===== src/rtl/crc8_pkg.sv =====
// Shared CRC-8 definitions: default generator, CRC width, receiver FSM states and the
// single-bit LFSR step used by the serial checker (and any future serial transmitter).
package crc8_pkg;

  localparam int unsigned CrcW        = 8;
  // x^8 + x^7 + x^5 + x^4 + x^1 + x^0, x^8 term implicit.
  localparam logic [7:0]  DefaultPoly = 8'hB3;

  typedef enum logic [1:0] {
    StIdle = 2'd0,
    StData = 2'd1,
    StCrc  = 2'd2,
    StDone = 2'd3
  } state_e;

  // One MSB-first step of a non-reflected CRC-8 LFSR.
  function automatic logic [7:0] next_crc(input logic [7:0] crc,
                                          input logic       bit_in,
                                          input logic [7:0] poly = DefaultPoly);
    logic [7:0] shifted;
    shifted = {crc[6:0], 1'b0};
    return (crc[7] ^ bit_in) ? (shifted ^ poly) : shifted;
  endfunction

endpackage


===== src/rtl/crc8_lfsr_serial.sv =====
// Serial CRC-8 LFSR. clr restarts from zero; clr together with en restarts and absorbs
// bit_in in the same cycle, so a new frame's first bit is never lost.
module crc8_lfsr_serial
  import crc8_pkg::*;
#(
  parameter logic [7:0] POLY = DefaultPoly
) (
  input  logic       clk,
  input  logic       rst_n,
  input  logic       clr,
  input  logic       en,
  input  logic       bit_in,
  output logic [7:0] crc
);

  // LFSR register: cleared on reset/clr, stepped once per enabled bit.
  always_ff @(posedge clk) begin
    if (!rst_n) begin
      crc <= 8'h00;
    end else if (clr && en) begin
      crc <= next_crc(8'h00, bit_in, POLY);
    end else if (clr) begin
      crc <= 8'h00;
    end else if (en) begin
      crc <= next_crc(crc, bit_in, POLY);
    end
  end

endmodule


===== config.mk =====
export PLATFORM = sky130hd
export DESIGN_NAME = crc8_lfsr_serial
export DESIGN_NICKNAME = d
export VERILOG_FILES = /design/src/rtl/crc8_pkg.sv /design/src/rtl/crc8_lfsr_serial.sv
export SDC_FILE = /design/constraint.sdc
export NUM_CORES = 1
export LEC_CHECK = 0
export CAP_MARGIN = 20
export CORE_AREA = 4 4 41 43
export CTS_BUF_LIST = sky130_fd_sc_hd__clkbuf_4
export CTS_CLUSTER_DIAMETER = 80
export DETAILED_ROUTE_END_ITERATION = 10
export DIE_AREA = 0 0 45 47
export PLACE_DENSITY = 0.71
export REMOVE_ABC_BUFFERS = 1
export SLEW_MARGIN = 25
export SYNTH_ARGS = -nofsm -noshare
export SYNTH_HDL_FRONTEND = slang
export SYNTH_SLANG_ARGS = --single-unit

===== constraint.sdc =====
create_clock -name clk -period 1.18 [get_ports clk]
set_input_delay 0.295 -clock clk [delete_from_list [all_inputs] [get_ports clk]]
set_output_delay 0.295 -clock clk [all_outputs]
set_load 0.05 [all_outputs]

* Word-level counts from Yosys, hierarchy flattened
Cells that the tools add are included.
** Storage, ports and cells
- Flip-flop bits (word level) :: 8
- Bits of input ports :: 5
- Output and inout bits :: 8
- Logic and storage cells :: 10
** Operators by class
- Mux-type cells :: 5
- Bitwise gates (word level) :: 2
- Reductions and logical operators :: 2
** Operators by type and width (number)
- $mux W8 :: 5
- $not A5 Y5 :: 1
- $reduce_bool A3 Y1 :: 1
- $logic_and A1 B1 Y1 :: 1
- $xor A1 B1 Y1 :: 1

* Longest topological paths before layout
Gate-level depths: netlist of the first run.
- Word-level depth :: 5
- Depth in mapped cells :: 4
- Gate-level depth less buffers :: 3

* Worst setup path before layout of the first run
No wires, ideal clock.
- Path kind :: register to register
- From :: reg crc[7]
- To :: reg crc[7]
- Setup time :: 0.122 ns
- Arrival :: 1.197 ns
- Required time :: 1.058 ns
- Setup slack :: -0.139 ns
- Cell stages (with the launch flop) :: 5
- Buffers on the path :: 1
- Clock period less this slack :: 1.319 ns
- Cells stage by stage :: dfxtp_1 -> buf_6 -> o21bai_1 -> a22oi_1 -> a21oi_2
** Between the ends
- Word-level cells in the longest chain between the ends :: 5
** Ends and longest elaborated chain
- from (decl) :: line crc8_lfsr_serial.sv:13 : output logic [7:0] crc
- from (signal assigned) :: line crc8_lfsr_serial.sv:21 : crc <= next_crc(8'h00, bit_in, POLY);
- from (signal assigned) :: line crc8_lfsr_serial.sv:25 : crc <= next_crc(crc, bit_in, POLY);
- $xor A1 B1 Y1 :: line crc8_pkg.sv:22 : return (crc[7] ^ bit_in) ? (shifted ^ poly) : shifted;
- $mux W8 :: line crc8_pkg.sv:22
- $mux W8 :: line crc8_lfsr_serial.sv:24 : end else if (en) begin
- $mux W8 :: line crc8_lfsr_serial.sv:22 : end else if (clr) begin
- $mux W8 :: line crc8_lfsr_serial.sv:20 : end else if (clr && en) begin
Every way passes these cells. The select of a mux whose other input is x is not followed.
A chain may end at the register's enable or synchronous reset.

* Final worst setup path of the first run
- From :: reg crc[4]
- To :: out crc[4]
No word-level cell between the ends.

==> metrics.csv, run 1 <==
metric,value,unit
synthesized area,478,sq um
DRC,0,
worst vdd ir,607,uV
Slew Limit Fails,0,
status,"complete, no violations",
crit-path max FO,3,
PortBufs,12,
Syn Area/Cell,9.75,sq um
Fmax,910,MHz
remaining global-route overflow,0,
die area,0.00212,sq mm
largest net degree at the start of global routing,10,
Post-synth EDFFs,0,
initial antenna violation count,0,
worst reg-to-reg path cell count,4,
RR Endpoint,crc[4],
CP top delay family,flip-flops,
synth unique cells,22,
vias in the first global route,408,
Core Rows,13,
Fill cells,112,
worst hold path type,reg2reg,
placed instance area,732,sq um
Antenna Nets Post-Route,0,
clock transition at the registers of the reported paths,0.06,ns
GP Congestion,0.730,
CTS tree,done,
cells after synthesis,49,
HP Start,crc[3],
drt first-iter violations,10,
final net count,75,
Power Density,921,mW/mm^2
final setup TNS,0,ns
critical path class,reg2out,
final hold violation count,0,
dpl hpwl,876,um
GRT Overall Usage,13.0,%
clock tree sinks,8,
Required @ worst endpoint,0.88,ns
Synth warnings,0,
FF+latch area,166,sq um
Clk Tree Root Cell,clkbuf_4,
First-pass DRT Iterations,2,
"Min Clock Period, post-route",1.10,ns
Leak,0.325,nW
"Primary FF master, synth",dfxtp_1,
async set or reset register ratio after synthesis,0,%
Setup Viol. Count Final,0,
drt total wl,1130,um
Initial Util,36.7,%
Largest register FFs,8,
"slowest stage delay, CP",0.39,ns
biggest regs,crc: 8 flops,
multi-input gate area in the final layout,290,sq um
Worst Setup SP,crc[4],
Die W,45,um
Worst Skew,0.0112,ns
maxcap violations,0,
Wirelength per Cell,13.7,um
RSZ-0062 raised after global routing,false,
Final period util,93.2,%
vias,404,
Seq cells post-synth,8,
sequential share of the synthesized area,33.5,%
Die Ht,47,um
I/O pin cnt,13,
final instance area,764,sq um
Worst path slowest cell,dfxtp_2,
WP buf/inv,1,
WP data arrival,0.80,ns
number of CTS-inserted buffers,3,
Synth-to-Final Area Change,59.9,%
Slew @ Worst Pin,0.230,ns
Setup crit start kind,register,
critical path capture point type,output pin,
slew margin rel.,84.7,%
worst path cell trace,buf_12,
number of vias per cell,4.87,
Cells on Worst Hold Path,2,
setup bufs post-CTS,0,
Skew-Pair Late Insertion Delay,0.26,ns
largest register by flop count,crc,
core area,0.00130,sq mm
hold path endpoint,crc[3],
path length in cells of the critical path,1,
r2r setup slk,0.16,ns
H-tree depth,1,
"Hold-fix buffers, CTS",0,
ANT cells,0,
RR Startpoint,crc[7],
CTS Buffer Depth,2,
global-route wire length before repair,1860,um
share of post-route cells with drive strength above 1,45.6,%
## per-stage QoR
stage / utilization (%) / cells / setup WS (ns) / total power [mW] / hold WS [ns]
floorplan: - / 47 / -0.201 / 0.393 / 0.412
detailed placement: 56.3 / 80 / -0.306 / 0.498 / 0.556
CTS: 58.1 / 83 / 0.00488 / 0.714 / 0.569
finish: 58.8 / 83 / 0.0808 / 0.704 / 0.560
global placement: 56.3 / 80 / -0.275 / 0.493 / 0.555
global route: 58.8 / 83 / 0.0249 / 0.748 / 0.580
## cells in the final DEF, fill, tap and decap left out, types with 2 or more instances in the layout
cell type,netlist,final
a21boi_1,4,4
nor2_1,3,3
clkdlybuf4s50_1,0,2
o2bb2ai_1,3,3
buf_4,0,5
dfxtp_1,8,3
nor2b_1,3,3
clkbuf_4,0,3
buf_12,0,9
xor2_2,3,3
inv_1,2,2
dfxtp_2,0,5
mux2i_1,3,3
a21oi_1,3,3
o21ai_1,2,2
o21ai_0,3,3
## cells in the mapped netlist, types with 2 or more instances
master / n / area, sq um
a21boi_1: 4 / 30.0
buf_6: 2 / 22.5
o2bb2ai_1: 3 / 26.3
mux2i_1: 3 / 30.0
nor2_1: 3 / 11.3
nor2b_1: 3 / 18.8
o21ai_1: 2 / 10.0
a21oi_1: 3 / 15.0
xor2_2: 3 / 48.8
o21ai_0: 3 / 15.0
inv_1: 2 / 7.51
dfxtp_1: 8 / 160
## metal layers
metal	routed length (um)	share of wire (%)	vias to the layer above	track usage, %
met5	0	0	-	0
met4	13	1.1	0	5.26
li1	-	-	208	-
met1	495	44	181	15.4
met3	96	8.5	2	7.28
met2	528	47	13	19.5
## area by class of cell
class / count / share of cell area, %
clock buffers: 3 / 2.95
inverters: 2 / 0.982
multi-input cells: 37 / 38.0
flip-flops and latches: 8 / 21.8
well taps: 15 / 2.45
repair buffers: 18 / 33.9
## cell families (layout without fill, tap and decap cells)
kind of cell | count (synthesis) | after routing | share of synthesized area [%]
AOI/OAI and AO/OA | 18 | 18 | 25.1
DFF | 8 | 8 | 33.5
buffers and inverters | 4 | 23 | 6.28
and+or+nand+nor | 13 | 13 | 18.6
xor gates and xnor gates | 3 | 3 | 10.2
muxes | 3 | 3 | 6.28
## where the power goes
group	internal (mW)	switching [mW]	total (mW)
Sequential	0.283	0.0167	0.300
Combinational	0.101	0.0920	0.193
Clock	0.117	0.0953	0.212
Total	0.500	0.204	0.704
## how the worst max path moves through the flow
stage,slack [ns],to
3_5_place_dp,-0.31,crc[0]
6_report,0.08,crc[4]
5_1_grt,0.02,crc[5]
3_3_place_gp,-0.27,crc[0]
4_1_cts,0.005,crc[0]
2_1_floorplan,-0.20,crc[7]
## what timing repair did
action                                  4_1_cts  5_1_grt
endpoints found under the setup margin        5        5
gates resized for setup                       3        5
cloned                                        0        0
No activity file was read; power rests on OpenSTA's default activity.
==> run 2: changes to the inputs <==
CELL_PAD_IN_SITES_DETAIL_PLACEMENT = 0   (was default)
CELL_PAD_IN_SITES_GLOBAL_PLACEMENT = 2   (was default)
CORE_AREA = default   (was 4 4 41 43)
CORE_MARGIN = 4   (was default)
CORE_UTILIZATION = 29   (was default)
DIE_AREA = default   (was 0 0 45 47)
PLACE_DENSITY = 0.88   (was 0.71)
==> run 2 against run 1 <==
Effect of this change: routed wire length fell by 9.1%; clock skew decreased by 0.010 ns; sequential power about the same; critical path type unchanged; largest power group unchanged; highest routed layer unchanged.
==> metrics.csv, run 2 (synthesis results as in run 1) <==
metric,value,unit,change
Clock power frac,31.2,%,+1.1 points
Worst path slowest cell,dfxtp_1,,
Wirelength per Cell,12.7,um,-6.8%
worst hold path type,in2reg,,
Core Rows,14,,+1
final hold violation count,0,,unchanged
Die Ht,48.6,um,+3.4%
Worst Skew,0.00106,ns,-0.0101 ns
critical path class,reg2out,,
path length in cells of the critical path,1,,unchanged
Slew @ Worst Pin,0.221,ns,-0.00936 ns
remaining global-route overflow,0,,unchanged
Final WS setup,0.0263,ns,-0.0545 ns
status,"complete, no violations",,
GP Congestion,0.726,,-0.63%
Fill cells,140,,+25%
share of post-route cells with drive strength above 1,38.5,%,-7.1 points
CTS tree,done,,
slew margin rel.,85.3,%,+0.60 points
maxcap violations,0,,unchanged
Setup crit start kind,register,,
drt first-iter violations,1,,-9
Final period util,97.8,%,+4.6 points
initial antenna violation count,0,,unchanged
vias,407,,+0.74%
dpl hpwl,788,um,-10%
Initial Util,31.4,%,-5.4 points
global-route wire length before repair,1750,um,-5.6%
CP top delay family,flip-flops,,
WP buf/inv,1,,unchanged
final net count,72,,-4.0%
final instance area,742,sq um,-2.9%
Synth-to-Final Area Change,55.2,%,
WP data arrival,0.86,ns,+0.06 ns
vias in the first global route,414,,+1.5%
RSZ-0062 raised after global routing,false,,
Slew Limit Fails,0,,unchanged
clock tree sinks,8,,unchanged
Required @ worst endpoint,0.88,ns,about the same
RR Startpoint,crc[7],,
most frequent cells in the layout,"9 x buf_12, 5 x dfxtp_1, 4 x a21boi_1",,
critical path capture point type,output pin,,
Leak,0.318,nW,-2.4%
RR Endpoint,crc[1],,
CTS Buffer Depth,2,,unchanged
number of vias per cell,5.02,,+3.2%
Seq pwr share,42.6,%,about the same
crit-path max FO,3,,unchanged
final setup TNS,0,ns,unchanged
ANT cells,0,,unchanged
GRT Overall Usage,9.57,%,-3.5 points
Largest register FFs,8,,unchanged
worst hold margin,0.531,ns,-0.0290 ns
drt total wl,1030,um,-9.1%
r2r setup slk,0.12,ns,-0.04 ns
"most common cell after layout, fill and taps aside",buf_12,,
biggest regs,crc: 8 flops,,
"Min Clock Period, post-route",1.15,ns,+0.0544 ns
Cells on Worst Hold Path,4,,+2
Worst Setup SP,crc[0],,
First-pass DRT Iterations,4,,+2
Die W,48.6,um,+8.0%
Setup Viol. Count Final,0,,unchanged
number of CTS-inserted buffers,3,,unchanged
Internal,0.494,mW,-1.3%
Skew-Pair Late Insertion Delay,0.26,ns,about the same
Antenna Nets Post-Route,0,,unchanged
switching share of power,29.6,%,+0.59 points
worst vdd ir,388,uV,-36%
Power Density,945,mW/mm^2,+2.6%
Clk Tree Root Cell,clkbuf_4,,
critical path endpoint,crc[0],,
worst reg-to-reg path cell count,4,,unchanged
largest net degree at the start of global routing,10,,unchanged
core area,0.00152,sq mm,+17%
largest register by flop count,crc,,
die area,0.00236,sq mm,+12%
setup bufs post-CTS,0,,unchanged
H-tree depth,1,,unchanged
worst path cell trace,buf_12,,
DP Worst Slack,-0.267,ns,+0.0386 ns
I/O pin cnt,13,,unchanged
Gate power share,26.2,%,-1.2 points
clock transition at the registers of the reported paths,0.06,ns,about the same
Psw,0.207,mW,+1.6%
Fmax,867,MHz,-4.7%
PortBufs,12,,unchanged
DRC,0,,unchanged
placed instance area,711,sq um,-2.9%
"slowest stage delay, CP",0.43,ns,+0.04 ns
==> run 2: area by class of cell <==
class	instances	area [sq um]	share of cell area [%]
repair buffers	15	240	32.4
well taps	16	20.0	2.70
multi-input cells	37	288	38.8
inverters	2	7.51	1.01
clock buffers	3	22.5	3.04
flip-flops and latches	8	164	22.1
==> run 2: power groups by stage <==
stage | combinational (mW) | sequential (mW) | clock [mW]
2_1_floorplan | 0.0545 | 0.338 | 0
3_3_place_gp | 0.185 | 0.304 | 0
3_5_place_dp | 0.186 | 0.304 | 0
4_1_cts | 0.186 | 0.299 | 0.224
5_1_grt | 0.195 | 0.300 | 0.234
6_report | 0.184 | 0.299 | 0.218
==> run 2: metal layers <==
layer / up-vias / track usage [%] / wire length [um] / share of wire [%]
li1: 200 / - / - / -
met1: 195 / 11.3 / 471 / 46
met2: 10 / 14.8 / 469 / 45
met3: 2 / 3.37 / 70 / 6.8
met4: 0 / 5.38 / 19 / 1.8
met5: - / 0 / 0 / 0
==> run 2: timing repair <==
item	4_1_cts	5_1_grt
hold buffers	0	0
gates resized for setup	1	4
hold endpoints to repair	0	0
setup endpoints to repair	1	10
==> run 2: how the worst min path moves through the flow <==
stage              to  slack, ns   start
2_1_floorplan  crc[1]       0.41   rst_n
3_3_place_gp   crc[2]       0.56  crc[2]
3_5_place_dp   crc[2]       0.56  crc[2]
4_1_cts        crc[2]       0.57  crc[2]
5_1_grt        crc[7]       0.58  crc[6]
6_report       crc[7]       0.53  bit_in
==> run 2: per-stage QoR <==
stage          std cells  util, %  power, mW
2_1_floorplan         47        -      0.393
3_3_place_gp          78     46.6      0.489
3_5_place_dp          78     46.6      0.490
4_1_cts               81     48.2      0.708
5_1_grt               81     48.7      0.730
6_report              81     48.7      0.701
==> run 3: changes to the inputs <==
ABC_CLOCK_PERIOD_IN_PS = 1180   (was default)
CTS_CLUSTER_DIAMETER = 40   (was 80)
==> results of run 3 <==
No change in the layout: final DEF, timing and power equal those of run 2.
